===== src/rtl/axc_error_sweep_ctrl_if.sv =====
// Bundle between the sweep controller and the exact/approximate circuits under characterisation.
// The slave side is the controller; the master side drives the request and circuit responses.
interface axc_error_sweep_ctrl_if #(
  parameter int N_IN  = 4,
  parameter int N_OUT = 3
);
  logic             start;
  logic             abort;
  logic [N_OUT-1:0] et;
  logic [N_IN-1:0]  vec;
  logic [N_OUT-1:0] exact_out;
  logic [N_OUT-1:0] approx_out;
  logic             busy;
  logic             done;
  logic [N_OUT-1:0] max_err;
  logic [N_IN:0]    err_cnt;
  logic             pass;
  logic             fail_valid;
  logic [N_IN-1:0]  first_fail_vec;

  modport master (
    output start, abort, et, exact_out, approx_out,
    input  vec, busy, done, max_err, err_cnt, pass, fail_valid, first_fail_vec
  );

  modport slave (
    input  start, abort, et, exact_out, approx_out,
    output vec, busy, done, max_err, err_cnt, pass, fail_valid, first_fail_vec
  );
endinterface


===== src/rtl/axc_error_sweep_ctrl.sv =====
// Exhaustive error sweep: drives every vector to exact and approximate circuits,
// registers both responses and accumulates max error, violation count and first failing vector.
module axc_error_sweep_ctrl #(
  parameter int N_IN  = 4,
  parameter int N_OUT = 3
) (
  input  logic                    clk,
  input  logic                    rst,
  axc_error_sweep_ctrl_if.slave   bus
);

  typedef enum logic [1:0] {IDLE, SWEEP, DRAIN} state_t;

  localparam logic [N_IN-1:0] VEC_LAST = '1;

  state_t           state_q, state_d;
  logic [N_IN-1:0]  vec_q, vec_d;
  logic             busy_q, busy_d;
  logic             done_q, done_d;
  logic [N_OUT-1:0] max_err_q, max_err_d;
  logic [N_IN:0]    err_cnt_q, err_cnt_d;
  logic             pass_q, pass_d;
  logic             fail_valid_q, fail_valid_d;
  logic [N_IN-1:0]  ffv_q, ffv_d;
  logic [N_OUT-1:0] et_q, et_d;
  logic             cap_valid_q, cap_valid_d;
  logic [N_OUT-1:0] cap_exact_q, cap_exact_d;
  logic [N_OUT-1:0] cap_approx_q, cap_approx_d;
  logic [N_IN-1:0]  cap_vec_q, cap_vec_d;
  logic [N_OUT-1:0] err;

  always_comb begin
    state_d      = state_q;
    vec_d        = vec_q;
    busy_d       = busy_q;
    done_d       = 1'b0;
    max_err_d    = max_err_q;
    err_cnt_d    = err_cnt_q;
    pass_d       = pass_q;
    fail_valid_d = fail_valid_q;
    ffv_d        = ffv_q;
    et_d         = et_q;
    cap_valid_d  = cap_valid_q;
    cap_exact_d  = cap_exact_q;
    cap_approx_d = cap_approx_q;
    cap_vec_d    = cap_vec_q;

    err = (cap_exact_q >= cap_approx_q) ? (cap_exact_q - cap_approx_q)
                                        : (cap_approx_q - cap_exact_q);

    // Compare stage trails capture by one edge; it also runs on the DRAIN edge.
    if (cap_valid_q) begin
      if (err > max_err_q) max_err_d = err;
      if (err > et_q) begin
        err_cnt_d = err_cnt_q + 1'b1;
        if (!fail_valid_q) begin
          fail_valid_d = 1'b1;
          ffv_d        = cap_vec_q;
        end
      end
    end

    case (state_q)
      IDLE: begin
        if (bus.start) begin
          max_err_d    = '0;
          err_cnt_d    = '0;
          pass_d       = 1'b0;
          fail_valid_d = 1'b0;
          ffv_d        = '0;
          et_d         = bus.et;
          vec_d        = '0;
          busy_d       = 1'b1;
          cap_valid_d  = 1'b0;
          state_d      = SWEEP;
        end
      end
      SWEEP: begin
        cap_exact_d  = bus.exact_out;
        cap_approx_d = bus.approx_out;
        cap_vec_d    = vec_q;
        cap_valid_d  = 1'b1;
        if (vec_q == VEC_LAST) state_d = DRAIN;
        else                   vec_d   = vec_q + 1'b1;
      end
      DRAIN: begin
        cap_valid_d = 1'b0;
        busy_d      = 1'b0;
        done_d      = 1'b1;
        pass_d      = (err_cnt_d == '0);
        state_d     = IDLE;
      end
      default: state_d = IDLE;
    endcase

    // Abort overrides everything above, including the DRAIN completion.
    if (state_q != IDLE && bus.abort) begin
      state_d      = IDLE;
      vec_d        = '0;
      busy_d       = 1'b0;
      done_d       = 1'b0;
      max_err_d    = '0;
      err_cnt_d    = '0;
      pass_d       = 1'b0;
      fail_valid_d = 1'b0;
      ffv_d        = '0;
      cap_valid_d  = 1'b0;
    end
  end

  always_ff @(posedge clk) begin
    if (rst) begin
      state_q      <= IDLE;
      vec_q        <= '0;
      busy_q       <= 1'b0;
      done_q       <= 1'b0;
      max_err_q    <= '0;
      err_cnt_q    <= '0;
      pass_q       <= 1'b0;
      fail_valid_q <= 1'b0;
      ffv_q        <= '0;
      et_q         <= '0;
      cap_valid_q  <= 1'b0;
      cap_exact_q  <= '0;
      cap_approx_q <= '0;
      cap_vec_q    <= '0;
    end else begin
      state_q      <= state_d;
      vec_q        <= vec_d;
      busy_q       <= busy_d;
      done_q       <= done_d;
      max_err_q    <= max_err_d;
      err_cnt_q    <= err_cnt_d;
      pass_q       <= pass_d;
      fail_valid_q <= fail_valid_d;
      ffv_q        <= ffv_d;
      et_q         <= et_d;
      cap_valid_q  <= cap_valid_d;
      cap_exact_q  <= cap_exact_d;
      cap_approx_q <= cap_approx_d;
      cap_vec_q    <= cap_vec_d;
    end
  end

  assign bus.vec            = vec_q;
  assign bus.busy           = busy_q;
  assign bus.done           = done_q;
  assign bus.max_err        = max_err_q;
  assign bus.err_cnt        = err_cnt_q;
  assign bus.pass           = pass_q;
  assign bus.fail_valid     = fail_valid_q;
  assign bus.first_fail_vec = ffv_q;

endmodule


===== src/flat_wrapper.sv =====
// flat-port wrapper written by rule: the top's interface ports become plain ports
module axc_error_sweep_ctrl_flat 
#(
  parameter int N_IN  = 4,
  parameter int N_OUT = 3
)
  (clk, rst, bus_start, bus_abort, bus_et, bus_exact_out, bus_approx_out, bus_vec, bus_busy, bus_done, bus_max_err, bus_err_cnt, bus_pass, bus_fail_valid, bus_first_fail_vec);
  axc_error_sweep_ctrl_if #(.N_IN(N_IN), .N_OUT(N_OUT)) bus_i ();
  input  logic clk;
  input  logic rst;
  input wire logic [$bits(bus_i.start)-1:0] bus_start;
  input wire logic [$bits(bus_i.abort)-1:0] bus_abort;
  input wire logic [$bits(bus_i.et)-1:0] bus_et;
  input wire logic [$bits(bus_i.exact_out)-1:0] bus_exact_out;
  input wire logic [$bits(bus_i.approx_out)-1:0] bus_approx_out;
  output wire logic [$bits(bus_i.vec)-1:0] bus_vec;
  output wire logic [$bits(bus_i.busy)-1:0] bus_busy;
  output wire logic [$bits(bus_i.done)-1:0] bus_done;
  output wire logic [$bits(bus_i.max_err)-1:0] bus_max_err;
  output wire logic [$bits(bus_i.err_cnt)-1:0] bus_err_cnt;
  output wire logic [$bits(bus_i.pass)-1:0] bus_pass;
  output wire logic [$bits(bus_i.fail_valid)-1:0] bus_fail_valid;
  output wire logic [$bits(bus_i.first_fail_vec)-1:0] bus_first_fail_vec;
  assign bus_i.start = bus_start;
  assign bus_i.abort = bus_abort;
  assign bus_i.et = bus_et;
  assign bus_i.exact_out = bus_exact_out;
  assign bus_i.approx_out = bus_approx_out;
  assign bus_vec = bus_i.vec;
  assign bus_busy = bus_i.busy;
  assign bus_done = bus_i.done;
  assign bus_max_err = bus_i.max_err;
  assign bus_err_cnt = bus_i.err_cnt;
  assign bus_pass = bus_i.pass;
  assign bus_fail_valid = bus_i.fail_valid;
  assign bus_first_fail_vec = bus_i.first_fail_vec;
  axc_error_sweep_ctrl #(.N_IN(N_IN), .N_OUT(N_OUT)) u_core (.clk(clk), .rst(rst), .bus(bus_i));
endmodule

===== config.mk =====
export PLATFORM = sky130hd
export DESIGN_NAME = axc_error_sweep_ctrl_flat
export DESIGN_NICKNAME = d
export VERILOG_FILES = /design/src/rtl/axc_error_sweep_ctrl_if.sv /design/src/rtl/axc_error_sweep_ctrl.sv /design/src/flat_wrapper.sv
export SDC_FILE = /design/constraint.sdc
export NUM_CORES = 1
export LEC_CHECK = 0
export BUFFER_PORTS_ARGS = -buffer_cell sky130_fd_sc_hd__buf_2
export CAP_MARGIN = 15
export CORE_UTILIZATION = 50
export CTS_BUF_LIST = sky130_fd_sc_hd__clkbuf_16
export CTS_CLUSTER_SIZE = 28
export DETAILED_ROUTE_END_ITERATION = 10
export PLACE_DENSITY = 0.73
export SLEW_MARGIN = 5
export SYNTH_ARGS = -nofsm -noshare
export SYNTH_HDL_FRONTEND = slang
export SYNTH_SLANG_ARGS = --single-unit

===== constraint.sdc =====
create_clock -name clk -period 5.35 [get_ports clk]
set_input_delay 0.2675 -clock clk [delete_from_list [all_inputs] [get_ports clk]]
set_output_delay 0.2675 -clock clk [all_outputs]
set_load 0.02 [all_outputs]

==> impl_metrics.tcl, run 1 <==
set metrics [dict create \
    status "finished clean" \
    post-cts-setup-buffer-count 0 \
    ant_nets 0 \
    postPlaceCellArea_um2 1961 \
    ys_ff_latch 36 \
    finalCritPeriodShare_pct 68.12 \
    synth_commonest_cells "dfxtp_1, nor2_1, nand2_1" \
    synth_edf_count 0 \
    die_w_um 62.03 \
    critPathArrivalTime_ns 3.79 \
    p_leak_nw 0.8758 \
    setup_viol_count_final 0 \
    cellPowerDensity_nw_per_um2 316.9 \
    core-area_um2 3390 \
    cts_tree "built" \
    fin_nets 265 \
    hpwl_um 2590 \
    drtIter0Drc 42 \
    avgSynthCellArea_um2 8.662 \
    rows 21 \
    clockRootBuffer "clkbuf_16" \
    period_needed_ns 3.644 \
    grt_pass1_vias 1291 \
    firstDrtPassIters 4 \
    critPathMaxFanout 11 \
    rsz0062_at_grt "false" \
    vdd_drop_max_uv 213.1 \
    seq_area_frac_synth_pct 40.00 \
    holdBufCountCts 0 \
    path_class "register to register" \
    ys.warnings.count 0 \
    io_pins 33 \
    route.detailed.drc 0 \
    clkSlewWorstSetupHoldPaths_ns 0.05 \
    crit_path_start_kind "register" \
    crit_required_ns 5.49 \
    drv_cap 0 \
    synth_area_um2 1802 \
    numCtsBuffers 5 \
    portBuffers 32 \
    grt_util_all_layers_pct 20.96 \
    worstMarginPinSlew_ns 0.7931 \
    cts_resized 0 \
    synthArstFlopShare_pct 0 \
    synth_cell_types 41 \
    synthFlopType "dfxtp_1" \
    diodes 0 \
    area_growth_pct 16.25 \
    clock_latency_ns 0.28 \
    fin_skew_ns 0.004364 \
    tns_ns 0 \
    die_height_um 62.03 \
    max_freq_mhz 274.4 \
    antenna_found_initial 0 \
    avgViaCountPerCell 5.070 \
    vias 1440 \
    yosysMostFrequentCell "dfxtp_1" \
    floorplan.die_area_um2 3848 \
    final_util_pct 61.79 \
    overflow 0 \
    finalHoldViolCount 0 \
    synth_area_leaders "dfxtp_1, ha_1, nor2_1" \
    wl_um 3571 \
    final_area_um2 2095 \
    final_max_slew_viol_count 0 \
    power_mw 0.6638 \
    slew_headroom_pct 47.02 \
    cts.sinks 36 \
    netlist_instances 208 \
    grt_pass1_wl_um 5692 \
    cts-htree-levels 2 \
    yosysTopAreaCell "dfxtp_1" \
    wl_per_cell_um 12.57 \
    hold_path_class "primary input to register" \
    start_util_pct 53.16 \
    synth_nets 235 \
    grt_max_degree 16 \
    synth_top_area_share_pct 40.00 \
    cts_max_path_buffers 2 \
    holdWs_ns 0.2186 \
    drive_gt1_share_pct 19.75 \
    place_congestion 0.8257 \
    end_kind "register" \
]
placed cells by master (no fill, tap or decap), types with 5 or more instances in the layout:
cell type | Yosys | layout
inv_1 | 13 | 14
nand2_1 | 26 | 26
xor2_1 | 6 | 6
mux2i_1 | 7 | 7
dfxtp_1 | 36 | 36
a21oi_1 | 21 | 21
buf_2 | 2 | 32
clkbuf_16 | 0 | 5
nor2_1 | 32 | 32
ha_1 | 12 | 12
registers in the layout, summed over array words and instances, names as in the netlist:
name / cells
u_core.bus.err_cnt: 5
u_core.bus.vec: 4
u_core.cap_vec_q: 4
u_core.bus.done: 1
u_core.bus.busy: 1
u_core.cap_approx_q: 3
u_core.et_q: 3
u_core.bus.pass: 1
u_core.bus.first_fail_vec: 4
u_core.state_q: 2
u_core.bus.fail_valid: 1
u_core.bus.max_err: 3
u_core.cap_valid_q: 1
u_core.cap_exact_q: 3
where the power goes:
| part | switching (mW) | total (mW) | internal (mW) |
|---|---|---|---|
| combinational | 0.0643 | 0.111 | 0.0462 |
| clock | 0.102 | 0.269 | 0.167 |
| sequential | 0.00782 | 0.285 | 0.277 |
logic make-up after synthesis:
kind of cell	count (synthesis)	synth area share, %
AO/OA/AOI/OAI	36	13.19
XOR/XNOR	8	3.889
adder cells (fa/ha/maj)	14	10.56
buffers and inverters	24	6.389
flip-flops	36	40.00
multiplexers	8	4.514
AND/OR/NAND/NOR	82	21.46
per-layer routing:
layer / up-vias / global-route usage, % / wire length (um)
met5: - / 0 / 0
met4: 0 / 11.11 / 61
met3: 8 / 7.453 / 150
met2: 31 / 32.98 / 1707
met1: 650 / 25.03 / 1652
li1: 751 / - / -
cell type report:
cell class | count | area (um2)
clock buffer | 5 | 125.1
clock inverter | 2 | 8.758
fill | 311 | 1295
inverter | 15 | 56.30
multi-input combinational | 148 | 965.9
sequential | 36 | 720.7
tap | 46 | 57.56
timing repair buffer | 32 | 160.2
metrics by stage:
stage | setup WS (ns) | cells
finish | 1.706 | 284
global route | 1.465 | 284
CTS | 1.687 | 284
detailed placement | 1.706 | 277
global placement | 1.826 | 277
floorplan | 2.413 | 208
critical path, cell delays in order (launching register included):
cell and delay, ns:
dfxtp_1 0.36, inv_1 0.06, ha_1 0.33, nand2b_1 0.16, a21o_1 0.20, or3b_1 0.35
a31o_1 0.25, ha_1 0.28, and3_2 0.24, a2111oi_4 0.52, nor2b_1 0.48, mux2i_1 0.23
nor2_1 0.06
path summary, 6_finish.rpt:
kind	from	endpoint	slack [ns]	cells past startpoint
setup / recovery	u_core.cap_approx_q[0]$_SDFFE_PP0P_	u_core.bus.first_fail_vec[3]$_SDFF_PP0_	1.71	12
hold / removal	bus_et[1]	u_core.et_q[1]$_SDFFE_PP0P_	0.22	3
setup reg to reg	u_core.cap_approx_q[0]$_SDFFE_PP0P_	u_core.bus.first_fail_vec[3]$_SDFF_PP0_	1.71	12
hold reg to reg	u_core.cap_approx_q[2]$_SDFFE_PP0P_	u_core.cap_approx_q[2]$_SDFFE_PP0P_	0.46	2
No activity file was read; power rests on OpenSTA's default activity.
==> run 2: changes to the inputs <==
Settings changed: CORE_UTILIZATION 50 to 49, PLACE_DENSITY 0.73 to 0.74.
Clock period 5.35 ns to 3 ns, I/O delays scaled along.
==> run 2 against run 1 <==
Effect of this change:
- maximum frequency is 27% higher
- first-iteration DRC count is 86% higher
- combinational power up 130%
- non-clock buffer count rose by 9
==> impl_metrics.tcl, run 2 (synthesis results as in run 1) <==
set metrics [dict create \
    die_w_um 62.64 \
    r2r-start "u_core.cap_approx_q[0]$_SDFFE_PP0P_" \
    final_util_pct 65.29 \
    largest_reg_flops 5 \
    overflow 0 \
    power.internal_mw 0.9170 \
    cts.sinks 36 \
    drtIter0Drc 78 \
    dp.cells 285 \
    place_congestion 0.8202 \
    drv_cap 0 \
    start_util_pct 52.34 \
    critPathArrivalTime_ns 3.03 \
    portBuffers 32 \
    final_max_slew_viol_count 0 \
    grt_max_degree 16 \
    pre_cts_slack_ns -0.05442 \
    p_leak_nw 0.9357 \
    vdd_drop_max_uv 343.6 \
    crit_path_start_kind "register" \
    ant_nets 0 \
    area_growth_pct 24.72 \
    avgViaCountPerCell 5.112 \
    hold_path.startpoint "bus_approx_out[0]" \
    setup_viol_count_final 0 \
    wl_um 3705 \
    r2r_cells 13 \
    grt_pass1_wl_um 6279 \
    p_seq_share_pct 40.5 \
    vias 1503 \
    cts_tree "built" \
    combPwrFrac_pct 20.4 \
    whs_path_depth 3 \
    clkSlewWorstSetupHoldPaths_ns 0.05 \
    routed.top_layer "met4" \
    finalCritPeriodShare_pct 95.99 \
    wl_met3_um 206 \
    period_needed_ns 2.880 \
    finalHoldViolCount 0 \
    p_sw_mw 0.3329 \
    cts_max_path_buffers 2 \
    holdBufCountCts 0 \
    status "finished clean" \
    rows 21 \
    finalWorstSetupSlack_ns 0.1202 \
    cellPowerDensity_nw_per_um2 556.2 \
    floorplan.die_area_um2 3924 \
    wl_met2_um 1702 \
    route.detailed.drc 0 \
    worstMarginPinSlew_ns 0.8733 \
    final_cell_mix "dfxtp_1, buf_2, nor2_1" \
    hold_path_class "primary input to register" \
    path_class "register to register" \
    core-area_um2 3442 \
    cp_common_cell "ha_4" \
    crit_slowest_cell "or3b_1" \
    antenna_found_initial 0 \
    fin_skew_ns 0.004241 \
    max_freq_mhz 347.2 \
    fin_nets 274 \
    critPathLaunch "u_core.cap_approx_q[0]$_SDFFE_PP0P_" \
    slew_headroom_pct 41.66 \
    end_kind "register" \
    io_pins 33 \
    p_clk_share_pct 39.0 \
    max_stage_delay_ns 0.36 \
    drive_gt1_share_pct 27.42 \
    worstPathCellList "inv_2 > ha_4 > nand2b_4 > a21o_1 > or3b_1 > a31o_1 > ha_4 > nor2_2 > a2111oi_4 > nor2b_1 > buf_4 > mux2i_1 > nor2_1" \
    p_sw_share_pct 26.63 \
    layout_commonest_cell "dfxtp_1" \
    hpwl_um 2516 \
    diodes 0 \
    numCtsBuffers 5 \
    die_height_um 62.64 \
    clockRootBuffer "clkbuf_16" \
    critPathMaxFanout 4 \
    wl_per_cell_um 12.60 \
    grt_pass1_vias 1367 \
    grt_util_all_layers_pct 20.77 \
    clock_latency_ns 0.28 \
    finalNonFillerCells 294 \
    drt-met1-wl_um 1771 \
    crit_required_ns 3.15 \
    firstDrtPassIters 4 \
    cts-htree-levels 2 \
]
==> run 2: per-layer routing <==
layer,track usage (%),vias up
li1,-,771
met1,26.79,693
met2,31.93,35
met3,7.117,4
met4,7.558,0
met5,0,-
==> run 2: timing repair <==
action | CTS | global route
setup endpoints to repair | 8 | 9
pin swaps | 7 | 4
buffers inserted | 1 | 0
resized for setup | 11 | 5
==> run 2: through the flow <==
step | hold slack (ns) | TNS (ns) | area [um2] | total power, mW
2_1_floorplan | 0.2191 | 0 | 1802 | 0.6751
3_3_place_gp | 0.3792 | 0 | 2021 | 0.7245
3_5_place_dp | 0.3947 | -0.3110 | 2021 | 0.7304
4_1_cts | 0.1051 | -0.05550 | 2223 | 1.245
5_1_grt | 0.1091 | -0.004833 | 2247 | 1.315
6_report | 0.1102 | 0 | 2247 | 1.250
==> run 2: cell type report <==
| cell class | count | area (um2) |
|---|---|---|
| clock buffer | 5 | 125.1 |
| tap | 46 | 57.56 |
| multi-input combinational | 148 | 1037 |
| inverter | 15 | 56.30 |
| clock inverter | 3 | 15.01 |
| sequential | 36 | 724.4 |
| fill | 288 | 1195 |
| timing repair buffer | 41 | 231.5 |
==> run 2: worst max-delay path, delay by kind of cell, from the launching register on <==
| kind | cells | cell delay (ns) |
|---|---|---|
| buffers and inverters | 2 | 0.19 |
| AOI/OAI and AO/OA | 3 | 0.78 |
| and+or+nand+nor | 5 | 0.78 |
| muxes | 1 | 0.19 |
| DFF | 1 | 0.33 |
| adders and majority gates | 2 | 0.48 |
==> run 2: path summary, 6_finish.rpt <==
check	end	slack [ns]
worst max-delay path	u_core.bus.first_fail_vec[1]$_SDFF_PP0_	0.12
worst max register to register	u_core.bus.first_fail_vec[1]$_SDFF_PP0_	0.12
worst min register to register	u_core.cap_approx_q[2]$_SDFFE_PP0P_	0.45
worst min-delay path	u_core.cap_approx_q[0]$_SDFFE_PP0P_	0.11
==> run 2: power by group through the flow <==
stage	Sequential [mW]	Combinational, mW	Clock (mW)
2_1_floorplan	0.519	0.156	0
3_3_place_gp	0.516	0.209	0
3_5_place_dp	0.516	0.215	0
4_1_cts	0.507	0.239	0.499
5_1_grt	0.509	0.283	0.522
6_report	0.507	0.255	0.488
==> run 3: changes to the inputs <==
Clock period 3 ns to 2.31 ns, I/O delays scaled along.
==> run 3 against run 2 <==
Effect of this change:
- the flow now finishes with violations (setup timing)
- critical path depth increased by 1
- hold slack got worse by 0.054 ns
- register-to-register slack got worse by 0.80 ns
- count of clock-buffer cells in the layout unchanged
- via count increased by 1.3%
- routed wire length increased by 3.9%
- combinational power increased by 55%
- clock skew decreased by 0.0020 ns
==> impl_metrics.tcl, run 3 (synthesis results as in run 1) <==
set metrics [dict create \
    p_leak_nw 0.9978 \
    path_delay_family "compound AO/OA/AOI/OAI gates" \
    path_class "register to register" \
    clkSlewWorstSetupHoldPaths_ns 0.05 \
    critPathMaxFanout 9 \
    grt_max_degree 15 \
    die_height_um 62.64 \
    drive_gt1_share_pct 31.54 \
    floorplan.die_area_um2 3924 \
    p_sw_mw 0.4637 \
    hold_path.startpoint "bus_et[2]" \
    route.detailed.drc 0 \
    power.internal_mw 1.241 \
    crit_slowest_cell "or3b_1" \
    firstDrtPassIters 4 \
    setup_viol_count_final 14 \
    cts_tree "built" \
    finalHoldViolCount 0 \
    core-area_um2 3442 \
    fin_skew_ns 0.002212 \
    finalWorstSetupSlack_ns -0.6756 \
    wl_um 3849 \
    vdd_drop_max_uv 504.6 \
    grt_pass1_wl_um 6272 \
    start_util_pct 52.34 \
    whs_path_depth 3 \
    grt_pass1_vias 1416 \
    p_sw_share_pct 27.20 \
    avgViaCountPerCell 4.977 \
    drtIter0Drc 35 \
    die_w_um 62.64 \
    cts_max_path_buffers 2 \
    hpwl_um 2505 \
    numCtsBuffers 5 \
    combPwrFrac_pct 23.2 \
    max_freq_mhz 334.9 \
    crit_required_ns 2.49 \
    clock_latency_ns 0.28 \
    final_cell_mix "dfxtp_1, buf_2, nor2_1" \
    max_stage_delay_ns 0.38 \
    r2r_cells 14 \
    power_mw 1.705 \
    wl_per_cell_um 12.58 \
    status "complete, but fails checks" \
    p_seq_share_pct 38.7 \
    cts-htree-levels 2 \
    vias 1523 \
    largest_reg_flops 5 \
    drv_cap 0 \
    place_congestion 0.8065 \
    path_depth 14 \
    rows 21 \
    cellPowerDensity_nw_per_um2 712.2 \
    clockRootBuffer "clkbuf_16" \
    grt_util_all_layers_pct 20.71 \
    overflow 0 \
    finalCritPeriodShare_pct 129.2 \
    final_max_slew_viol_count 0 \
    cts.sinks 36 \
    violations "setup timing" \
    r2r-end "u_core.bus.err_cnt[2]$_SDFF_PP0_" \
    diodes 0 \
    antenna_found_initial 0 \
    critical_path_buf_inv_count 3 \
    area_growth_pct 32.85 \
    fin_nets 286 \
    slew_headroom_pct 68.18 \
    portBuffers 32 \
    hold_path_class "primary input to register" \
    whs_endpoint "u_core.et_q[2]$_SDFFE_PP0P_" \
    rsz0062_at_grt "true" \
    p_clk_share_pct 38.1 \
    crit_path_start_kind "register" \
    worstMarginPinSlew_ns 0.4773 \
    critPathArrivalTime_ns 3.16 \
    layout_commonest_cell "dfxtp_1" \
    cp_common_cell "ha_4" \
    r2r-start "u_core.cap_approx_q[0]$_SDFFE_PP0P_" \
    rrSetupSlack_ns -0.68 \
    holdWs_ns 0.05641 \
    end_kind "register" \
    worstPathCellList "inv_2 > ha_4 > nand2b_4 > a21o_1 > or3b_1 > a31o_1 > ha_4 > and3_4 > a2111oi_4 > buf_6 > buf_4 > nand2_1 > xnor2_1 > nor2_1" \
    ant_nets 0 \
    period_needed_ns 2.986 \
    io_pins 33 \
]
run 3: worst max path at each step:
| stage | slack, ns | end | from |
|---|---|---|---|
| floorplan | -0.45 | u_core.bus.first_fail_vec[0]$_SDFF_PP0_ | u_core.cap_approx_q[0]$_SDFFE_PP0P_ |
| global placement | -0.54 | u_core.bus.first_fail_vec[3]$_SDFF_PP0_ | u_core.cap_approx_q[0]$_SDFFE_PP0P_ |
| detailed placement | -0.58 | u_core.bus.pass$_SDFFE_PP0P_ | u_core.cap_approx_q[0]$_SDFFE_PP0P_ |
| CTS | -0.60 | u_core.bus.pass$_SDFFE_PP0P_ | u_core.cap_approx_q[0]$_SDFFE_PP0P_ |
| global route | -0.80 | u_core.bus.pass$_SDFFE_PP0P_ | u_core.cap_approx_q[0]$_SDFFE_PP0P_ |
| finish | -0.68 | u_core.bus.err_cnt[2]$_SDFF_PP0_ | u_core.cap_approx_q[0]$_SDFFE_PP0P_ |
run 3: power by group through the flow:
stage                     clock network (mW)  registers, mW  logic [mW]
after floorplan                            0          0.675       0.227
after global placement                     0          0.671       0.308
after detailed placement                   0          0.672       0.313
after CTS                              0.662          0.659       0.355
after global routing                   0.691          0.663       0.430
final                                  0.649          0.660       0.395
run 3: worst register-to-register path, stage by stage, from the launching register on:
cell       delay (ns)
dfxtp_4          0.37
inv_2            0.04
ha_4             0.20
nand2b_4         0.13
a21o_1           0.17
or3b_1           0.38
a31o_1           0.26
ha_4             0.25
and3_4           0.15
a2111oi_4        0.35
buf_6            0.20
buf_4            0.12
nand2_1          0.05
xnor2_1          0.15
nor2_1           0.05
run 3: per-layer routing:
metal / GRT usage (%) / vias up / part of all wire [%]
met3: 7.664 / 5 / 4.7
met5: 0 / - / 0
li1: - / 792 / -
met2: 31.79 / 32 / 45
met4: 8.721 / 0 / 1.6
met1: 25.94 / 694 / 48
run 3: final cells by class:
| type | count | area (um2) |
|---|---|---|
| multi-input combinational | 148 | 1081 |
| sequential | 36 | 725.7 |
| clock inverter | 3 | 15.01 |
| fill | 291 | 1049 |
| timing repair buffer | 53 | 332.8 |
| clock buffer | 5 | 125.1 |
| inverter | 15 | 56.30 |
| tap | 46 | 57.56 |
run 3: timing repair:
action                     in CTS  in global routing
resized for setup               6                 10
pin swaps                       4                 13
hold buffers                    0                  0
setup endpoints to repair      14                 14
hold endpoints to repair        0                  0
buffers inserted                4                  3
run 3: metrics by stage:
| step | TNS, ns | util (%) | cell area (um2) | instances | setup slack (ns) |
|---|---|---|---|---|---|
| 2_1_floorplan | -4.619 | - | 1851 | 208 | -0.4526 |
| 3_3_place_gp | -6.539 | 61.43 | 2115 | 291 | -0.5399 |
| 3_5_place_dp | -7.069 | 61.43 | 2115 | 291 | -0.5845 |
| 4_1_cts | -7.254 | 67.21 | 2313 | 303 | -0.5995 |
| 5_1_grt | -10.02 | 69.54 | 2394 | 306 | -0.8018 |
| 6_report | -8.432 | 69.54 | 2394 | 306 | -0.6756 |
